### config.mk
export PLATFORM = sky130hd
export DESIGN_NAME = uart_frame_ctrl
export DESIGN_NICKNAME = d
export VERILOG_FILES = /design/src/rtl/uart_frame_pkg.sv /design/src/rtl/uart_frame_buf.sv /design/src/rtl/uart_frame_ctrl.sv
export SDC_FILE = /design/constraint.sdc
export NUM_CORES = 1
export LEC_CHECK = 0
export CORE_MARGIN = 1
export CORE_UTILIZATION = 60
export DETAILED_ROUTE_END_ITERATION = 6
export PLACE_DENSITY_LB_ADDON = 0.05
export SYNTH_ARGS = -nofsm -noshare
export SYNTH_HDL_FRONTEND = slang
export SYNTH_HIERARCHICAL = 1
export SYNTH_SLANG_ARGS = --single-unit
export TNS_END_PERCENT = 50
### constraint.sdc
create_clock -name clk_40k -period 7.1 [get_ports clk_40k]
set_input_delay 1.42 -clock clk_40k [delete_from_list [all_inputs] [get_ports clk_40k]]
set_output_delay 1.42 -clock clk_40k [all_outputs]
set_load 0.005 [all_outputs]
### src/rtl/uart_frame_pkg.sv
// Shared types and constants for the UART frame controller: FSM state
// encoding, error codes and the default frame header byte.
package uart_frame_pkg;

    typedef enum logic [2:0] {
        ST_IDLE,
        ST_ADDR,
        ST_LEN,
        ST_DATA,
        ST_CSUM,
        ST_COMMIT
    } state_t;

    localparam logic [1:0] ERR_NONE = 2'd0;
    localparam logic [1:0] ERR_LEN  = 2'd1;
    localparam logic [1:0] ERR_SUM  = 2'd2;
    localparam logic [1:0] ERR_TMO  = 2'd3;

    localparam logic [7:0] HDR_DEFAULT = 8'hA5;

    // Index width for a counter spanning 0..n-1, never narrower than one bit.
    function automatic int unsigned idx_w(input int unsigned n);
        return (n > 1) ? $clog2(n) : 1;
    endfunction

endpackage

### src/rtl/uart_frame_buf.sv
// Payload buffer for one frame: sequential write index filled during DATA,
// independent read index drained during COMMIT.
module uart_frame_buf
    import uart_frame_pkg::*;
#(
    parameter int unsigned MAX_LEN = 8,
    parameter int unsigned IDX_W   = idx_w(MAX_LEN)
) (
    input  logic             i_clk,
    input  logic             i_rst_n,
    input  logic             i_clr,
    input  logic             i_wr,
    input  logic [7:0]       i_wr_data,
    input  logic             i_rd_adv,
    output logic [IDX_W-1:0] o_wr_idx,
    output logic [IDX_W-1:0] o_rd_idx,
    output logic [7:0]       o_rd_data
);

    logic [7:0]       r_mem [MAX_LEN];
    logic [IDX_W-1:0] r_wr_idx;
    logic [IDX_W-1:0] r_rd_idx;

    // Contents need no reset; the indices alone define what is valid.
    always_ff @(posedge i_clk) begin
        if (i_wr) begin
            r_mem[r_wr_idx] <= i_wr_data;
        end
    end

    always_ff @(posedge i_clk or negedge i_rst_n) begin
        if (!i_rst_n) begin
            r_wr_idx <= '0;
            r_rd_idx <= '0;
        end else if (i_clr) begin
            r_wr_idx <= '0;
            r_rd_idx <= '0;
        end else begin
            if (i_wr) begin
                r_wr_idx <= r_wr_idx + IDX_W'(1);
            end
            if (i_rd_adv) begin
                r_rd_idx <= r_rd_idx + IDX_W'(1);
            end
        end
    end

    assign o_wr_idx  = r_wr_idx;
    assign o_rd_idx  = r_rd_idx;
    assign o_rd_data = r_mem[r_rd_idx];

endmodule

### src/rtl/uart_frame_ctrl.sv
// Frame controller: turns the receiver byte stream into checksum-validated
// register-write bursts (HDR, addr, len, payload, checksum).
module uart_frame_ctrl
    import uart_frame_pkg::*;
#(
    parameter logic [7:0]  HDR         = HDR_DEFAULT,
    parameter int unsigned ADDR_W      = 4,
    parameter int unsigned MAX_LEN     = 8,
    parameter int unsigned TIMEOUT_CYC = 1200
) (
    input  logic              clk_40k,
    input  logic              rst_n,
    input  logic [7:0]        rx_data,
    input  logic              rx_vld,
    output logic              wr_en,
    output logic [ADDR_W-1:0] wr_addr,
    output logic [7:0]        wr_data,
    output logic              frame_done,
    output logic              frame_err,
    output logic [1:0]        err_code,
    output logic              busy
);

    localparam int unsigned IDX_W = idx_w(MAX_LEN);
    localparam int unsigned LEN_W = $clog2(MAX_LEN + 1);
    localparam int unsigned TMO_W = idx_w(TIMEOUT_CYC);
    localparam logic [TMO_W-1:0] TMO_LAST = TMO_W'(TIMEOUT_CYC - 1);

    state_t            r_state;
    logic              r_vld_d;
    logic [TMO_W-1:0]  r_tmo_cnt;
    logic [7:0]        r_sum;
    logic [ADDR_W-1:0] r_base;
    logic [LEN_W-1:0]  r_len;
    logic              r_wr_en;
    logic [ADDR_W-1:0] r_wr_addr;
    logic [7:0]        r_wr_data;
    logic              r_done;
    logic              r_err;
    logic [1:0]        r_err_code;
    logic              r_busy;

    state_t            w_nxt_state;
    logic [TMO_W-1:0]  w_nxt_tmo;
    logic [7:0]        w_nxt_sum;
    logic [ADDR_W-1:0] w_nxt_base;
    logic [LEN_W-1:0]  w_nxt_len;
    logic              w_nxt_wr_en;
    logic [ADDR_W-1:0] w_nxt_wr_addr;
    logic [7:0]        w_nxt_wr_data;
    logic              w_nxt_done;
    logic              w_nxt_err;
    logic [1:0]        w_nxt_err_code;

    logic              w_accept;
    logic              w_timed;
    logic              w_tmo;
    logic              w_len_bad;
    logic              w_data_last;
    logic              w_rd_last;
    logic              w_emit;
    logic              w_buf_clr;
    logic              w_buf_wr;
    logic              w_rd_adv;
    logic [IDX_W-1:0]  w_wr_idx;
    logic [IDX_W-1:0]  w_rd_idx;
    logic [7:0]        w_rd_data;

    uart_frame_buf #(
        .MAX_LEN (MAX_LEN),
        .IDX_W   (IDX_W)
    ) u_buf (
        .i_clk     (clk_40k),
        .i_rst_n   (rst_n),
        .i_clr     (w_buf_clr),
        .i_wr      (w_buf_wr),
        .i_wr_data (rx_data),
        .i_rd_adv  (w_rd_adv),
        .o_wr_idx  (w_wr_idx),
        .o_rd_idx  (w_rd_idx),
        .o_rd_data (w_rd_data)
    );

    assign w_accept    = rx_vld && !r_vld_d;
    assign w_timed     = (r_state == ST_ADDR) || (r_state == ST_LEN) ||
                         (r_state == ST_DATA) || (r_state == ST_CSUM);
    assign w_tmo       = (r_tmo_cnt == TMO_LAST);
    assign w_len_bad   = (rx_data == 8'd0) || (rx_data > 8'(MAX_LEN));
    assign w_data_last = (LEN_W'(w_wr_idx) == r_len - LEN_W'(1));
    assign w_rd_last   = (LEN_W'(w_rd_idx) == r_len - LEN_W'(1));

    always_ff @(posedge clk_40k or negedge rst_n) begin
        if (!rst_n) begin
            r_state <= ST_IDLE;
        end else begin
            r_state <= w_nxt_state;
        end
    end

    always_comb begin
        w_nxt_state    = r_state;
        w_nxt_sum      = r_sum;
        w_nxt_base     = r_base;
        w_nxt_len      = r_len;
        w_nxt_wr_en    = 1'b0;
        w_nxt_wr_addr  = r_wr_addr;
        w_nxt_wr_data  = r_wr_data;
        w_nxt_done     = 1'b0;
        w_nxt_err      = 1'b0;
        w_nxt_err_code = r_err_code;
        w_nxt_tmo      = '0;
        w_buf_clr      = 1'b0;
        w_buf_wr       = 1'b0;
        w_rd_adv       = 1'b0;
        w_emit         = 1'b0;

        unique case (r_state)
            ST_IDLE: begin
                if (w_accept && rx_data == HDR) begin
                    w_nxt_state = ST_ADDR;
                end
            end
            ST_ADDR: begin
                if (w_accept) begin
                    w_nxt_base  = rx_data[ADDR_W-1:0];
                    w_nxt_sum   = rx_data;
                    w_nxt_state = ST_LEN;
                end
            end
            ST_LEN: begin
                if (w_accept) begin
                    if (w_len_bad) begin
                        w_nxt_err      = 1'b1;
                        w_nxt_err_code = ERR_LEN;
                        w_nxt_state    = ST_IDLE;
                    end else begin
                        w_nxt_len   = rx_data[LEN_W-1:0];
                        w_nxt_sum   = r_sum + rx_data;
                        w_buf_clr   = 1'b1;
                        w_nxt_state = ST_DATA;
                    end
                end
            end
            ST_DATA: begin
                if (w_accept) begin
                    w_buf_wr  = 1'b1;
                    w_nxt_sum = r_sum + rx_data;
                    if (w_data_last) begin
                        w_nxt_state = ST_CSUM;
                    end
                end
            end
            ST_CSUM: begin
                if (w_accept) begin
                    if (rx_data == r_sum) begin
                        w_emit      = 1'b1;
                        w_nxt_state = ST_COMMIT;
                    end else begin
                        w_nxt_err      = 1'b1;
                        w_nxt_err_code = ERR_SUM;
                        w_nxt_state    = ST_IDLE;
                    end
                end
            end
            ST_COMMIT: begin
                w_emit = 1'b1;
            end
            default: begin
                w_nxt_state = ST_IDLE;
            end
        endcase

        // The first write is issued from the checksum cycle itself, so a
        // burst of len writes ends with the state already back in IDLE.
        if (w_emit) begin
            w_nxt_wr_en   = 1'b1;
            w_nxt_wr_addr = r_base + ADDR_W'(w_rd_idx);
            w_nxt_wr_data = w_rd_data;
            w_rd_adv      = 1'b1;
            if (w_rd_last) begin
                w_nxt_done  = 1'b1;
                w_nxt_state = ST_IDLE;
            end
        end

        if (w_timed && !w_accept) begin
            if (w_tmo) begin
                w_nxt_err      = 1'b1;
                w_nxt_err_code = ERR_TMO;
                w_nxt_state    = ST_IDLE;
            end else begin
                w_nxt_tmo = r_tmo_cnt + TMO_W'(1);
            end
        end
    end

    always_ff @(posedge clk_40k or negedge rst_n) begin
        if (!rst_n) begin
            r_vld_d    <= 1'b0;
            r_tmo_cnt  <= '0;
            r_sum      <= '0;
            r_base     <= '0;
            r_len      <= '0;
            r_wr_en    <= 1'b0;
            r_wr_addr  <= '0;
            r_wr_data  <= '0;
            r_done     <= 1'b0;
            r_err      <= 1'b0;
            r_err_code <= ERR_NONE;
            r_busy     <= 1'b0;
        end else begin
            r_vld_d    <= rx_vld;
            r_tmo_cnt  <= w_nxt_tmo;
            r_sum      <= w_nxt_sum;
            r_base     <= w_nxt_base;
            r_len      <= w_nxt_len;
            r_wr_en    <= w_nxt_wr_en;
            r_wr_addr  <= w_nxt_wr_addr;
            r_wr_data  <= w_nxt_wr_data;
            r_done     <= w_nxt_done;
            r_err      <= w_nxt_err;
            r_err_code <= w_nxt_err_code;
            r_busy     <= (w_nxt_state != ST_IDLE);
        end
    end

    assign wr_en      = r_wr_en;
    assign wr_addr    = r_wr_addr;
    assign wr_data    = r_wr_data;
    assign frame_done = r_done;
    assign frame_err  = r_err;
    assign err_code   = r_err_code;
    assign busy       = r_busy;

endmodule
==> impl_metrics.toml <==
[global_route]
grt_pass1_wl_um = 18220
grt_pass1_vias = 3562
groute.usage.overall = 0.2567
antenna_found_initial = 0
grt_max_degree = 56
grt_overflow = 0

[layout]
nFillCells = 597
nNetsFinal = 468
area_delta_synth_final_pct = 16.73
regArea_sq_um = 3298
antennaDiodeCount = 0
final_area_sq_um = 6477
final_util = 0.7320
final_layout_size_suffix_gt1_frac = 0.1410
multi_input_comb_area_sq_um = 2085

[die]
die_h_um = 98.17
core_sq_um = 8848
pin_count = 29
die_w_um = 98.17
dieArea_sq_um = 9637
rows = 34
start_util = 0.6271

[logic_synthesis]
synthMostInstantiatedCell = "edfxtp_1"
synth_nets = 435
synth_cell_types = 43
netlist_instances = 408
ys_top_cells_by_count = "64 x edfxtp_1, 55 x dfrtp_1, 41 x nor2_1"
synth_edf_count = 64
synth.area.top_cells = "edfxtp_1 35%, dfrtp_1 25%, mux4_1 7.6%"
synth_top_area_frac = 0.3463
synthFlopType = "edfxtp_1"
ys_ff_latch = 119
synth_area_sq_um = 5549
synth_top_area_cell = "edfxtp_1"
ys_seq_area_frac = 0.5944
yosys_warnings = 6
syn_area_per_cell_sq_um = 13.60
async_flop_share = 0.4622

[clock_network]
cts_hold_buf = 0
cts_root_buf = "clkbuf_8"
clk_pin_slew_ns = 0.06
numCtsBuffers = 17
post_cts_resized = 0
clock_path_buffers = 2
clk_latency_ns = 0.51
cts_tree = "yes"
cts_setup_buffers = 0
cts_htree_levels = 4
clock-sinks = 119

[critical_path]
cp_data_arrival_time_ns = 4.68
crit_required_ns = 7.48
cpMaxStageDelayCell = "clkdlybuf4s50_1"
endpoint_kind = "flip-flop"
path_cells = "clkdlybuf4s50_1 > ha_1 > or3_1 > nor4_1 > o21a_1 > and2_1 > a221o_2 > nor2_1"
cpPeakStageDelay_ns = 0.84
cp_max_fo = 18
crit_type = "in -> reg"
critPathLaunchType = "primary input"

[power_and_ir_drop]
power.density_nw_per_um2 = 296.5
p_leak_nw = 2.541
ir_worst_vdd_mv = 0.1698

[sta]
finalHoldViolations = 0
finalCritPeriodShare = 0.6057
tns_ns = 0
max_freq_mhz = 232.5
slew_violations = 0
holdWs_ns = 0.5028
fin_skew_ns = 0.008194
layout_setup_ws_ns = 2.799
setup_viol = 0
fin_crit_ns = 4.301
worst_pin_slew_ns = 1.076
rsz0062_at_grt = "false"
relSlewSlack = 0.2800

[detailed_routing]
drt-initial-drc-count = 154
first_pass_iters = 6
drt-total-wl_um = 11100
drtAntennaViolNets = 0
vias = 3403
drc = 0
routedWlPerCell_um = 19.75
viasPerCell = 6.055

[placed_design]
io_buffers = 28
post-dp-hpwl_um = 6655
gp_congestion = 0.8155
place_ws_ns = 2.354
placedInstanceArea_sq_um = 5864

[worst_hold_path]
hp-class = "reg -> reg"

[job]
maxCapViolations = 0

[outcome]
status = "complete, no violations"
-- report_power, final --
part           internal, mW  switching (mW)
Sequential            0.771          0.0373
Combinational         0.111           0.124
Clock                 0.570           0.307
-- area by class of cell --
type	count	share of cell area
Clock inverter	15	0.03071
Multi-Input combinational cell	258	0.3218
Tap cell	108	0.02086
Sequential cell	119	0.5092
Timing Repair Buffer	30	0.04481
Clock buffer	17	0.06394
Inverter	15	0.008692
-- state kept, by name (all words and copies together), names as in the netlist --
name	flops
busy	1
err_code	2
frame_done	1
frame_err	1
r_base	4
r_len	4
r_state	3
r_sum	8
r_tmo_cnt	11
r_vld_d	1
u_buf/o_rd_idx	3
u_buf/o_wr_idx	3
u_buf/r_mem	64
wr_addr	4
wr_data	8
wr_en	1
-- cell usage in the layout, fill, tap and decap left out, types with 14 or more instances in the layout --
cell	instances
mux4_1	16
inv_1	15
a21oi_1	17
edfxtp_1	64
o21ai_0	16
mux2_2	24
dfrtp_1	55
ha_1	14
clkdlybuf4s50_1	27
clkbuf_16	16
xnor2_1	14
nor2_1	41
nand2_1	22
-- metal layers --
layer  vias to the layer above  GRT usage  routed length [um]
met5                         -          0                   0
met4                         0     0.1389                 337
met3                        28    0.04939                 510
met2                       110     0.4269                5510
met1                      1682     0.3203                4739
li1                       1583          -                   -
-- path summary, 6_finish.rpt --
path                                 start         end  slack, ns  cells after the start
worst max register to register    r_sum[5]  r_state[0]       4.09                      7
max in group asynchronous            rst_n    r_len[3]       5.52                      2
worst min-delay path            wr_addr[3]  wr_addr[3]       0.50                      1
min in group asynchronous            rst_n  wr_data[6]       1.04                      2
worst max-delay path            rx_data[3]  r_state[0]       2.80                      8
worst min register to register  wr_addr[3]  wr_addr[3]       0.50                      1
-- critical path: cells and delay by family --
kind | cells | cell delay (ns)
compound gates | 2 | 0.99
buf+inv | 1 | 0.84
simple gates | 4 | 1.01
fa+ha+maj | 1 | 0.40
-- cells by family after synthesis --
logic type	synth area share
adders and majority gates	0.03878
DFF	0.5944
and+or+nand+nor	0.1089
buffers and inverters	0.03089
muxes	0.1335
xor gates and xnor gates	0.03946
AOI/OAI and AO/OA	0.05411
-- through the flow --
step                instances  total power [mW]
global route              562             2.003
CTS                       562             1.932
detailed placement        530             1.052
finish                    562             1.920
floorplan                 408            0.9823
global placement          530             1.045
Power figures use the tool's default switching activity.
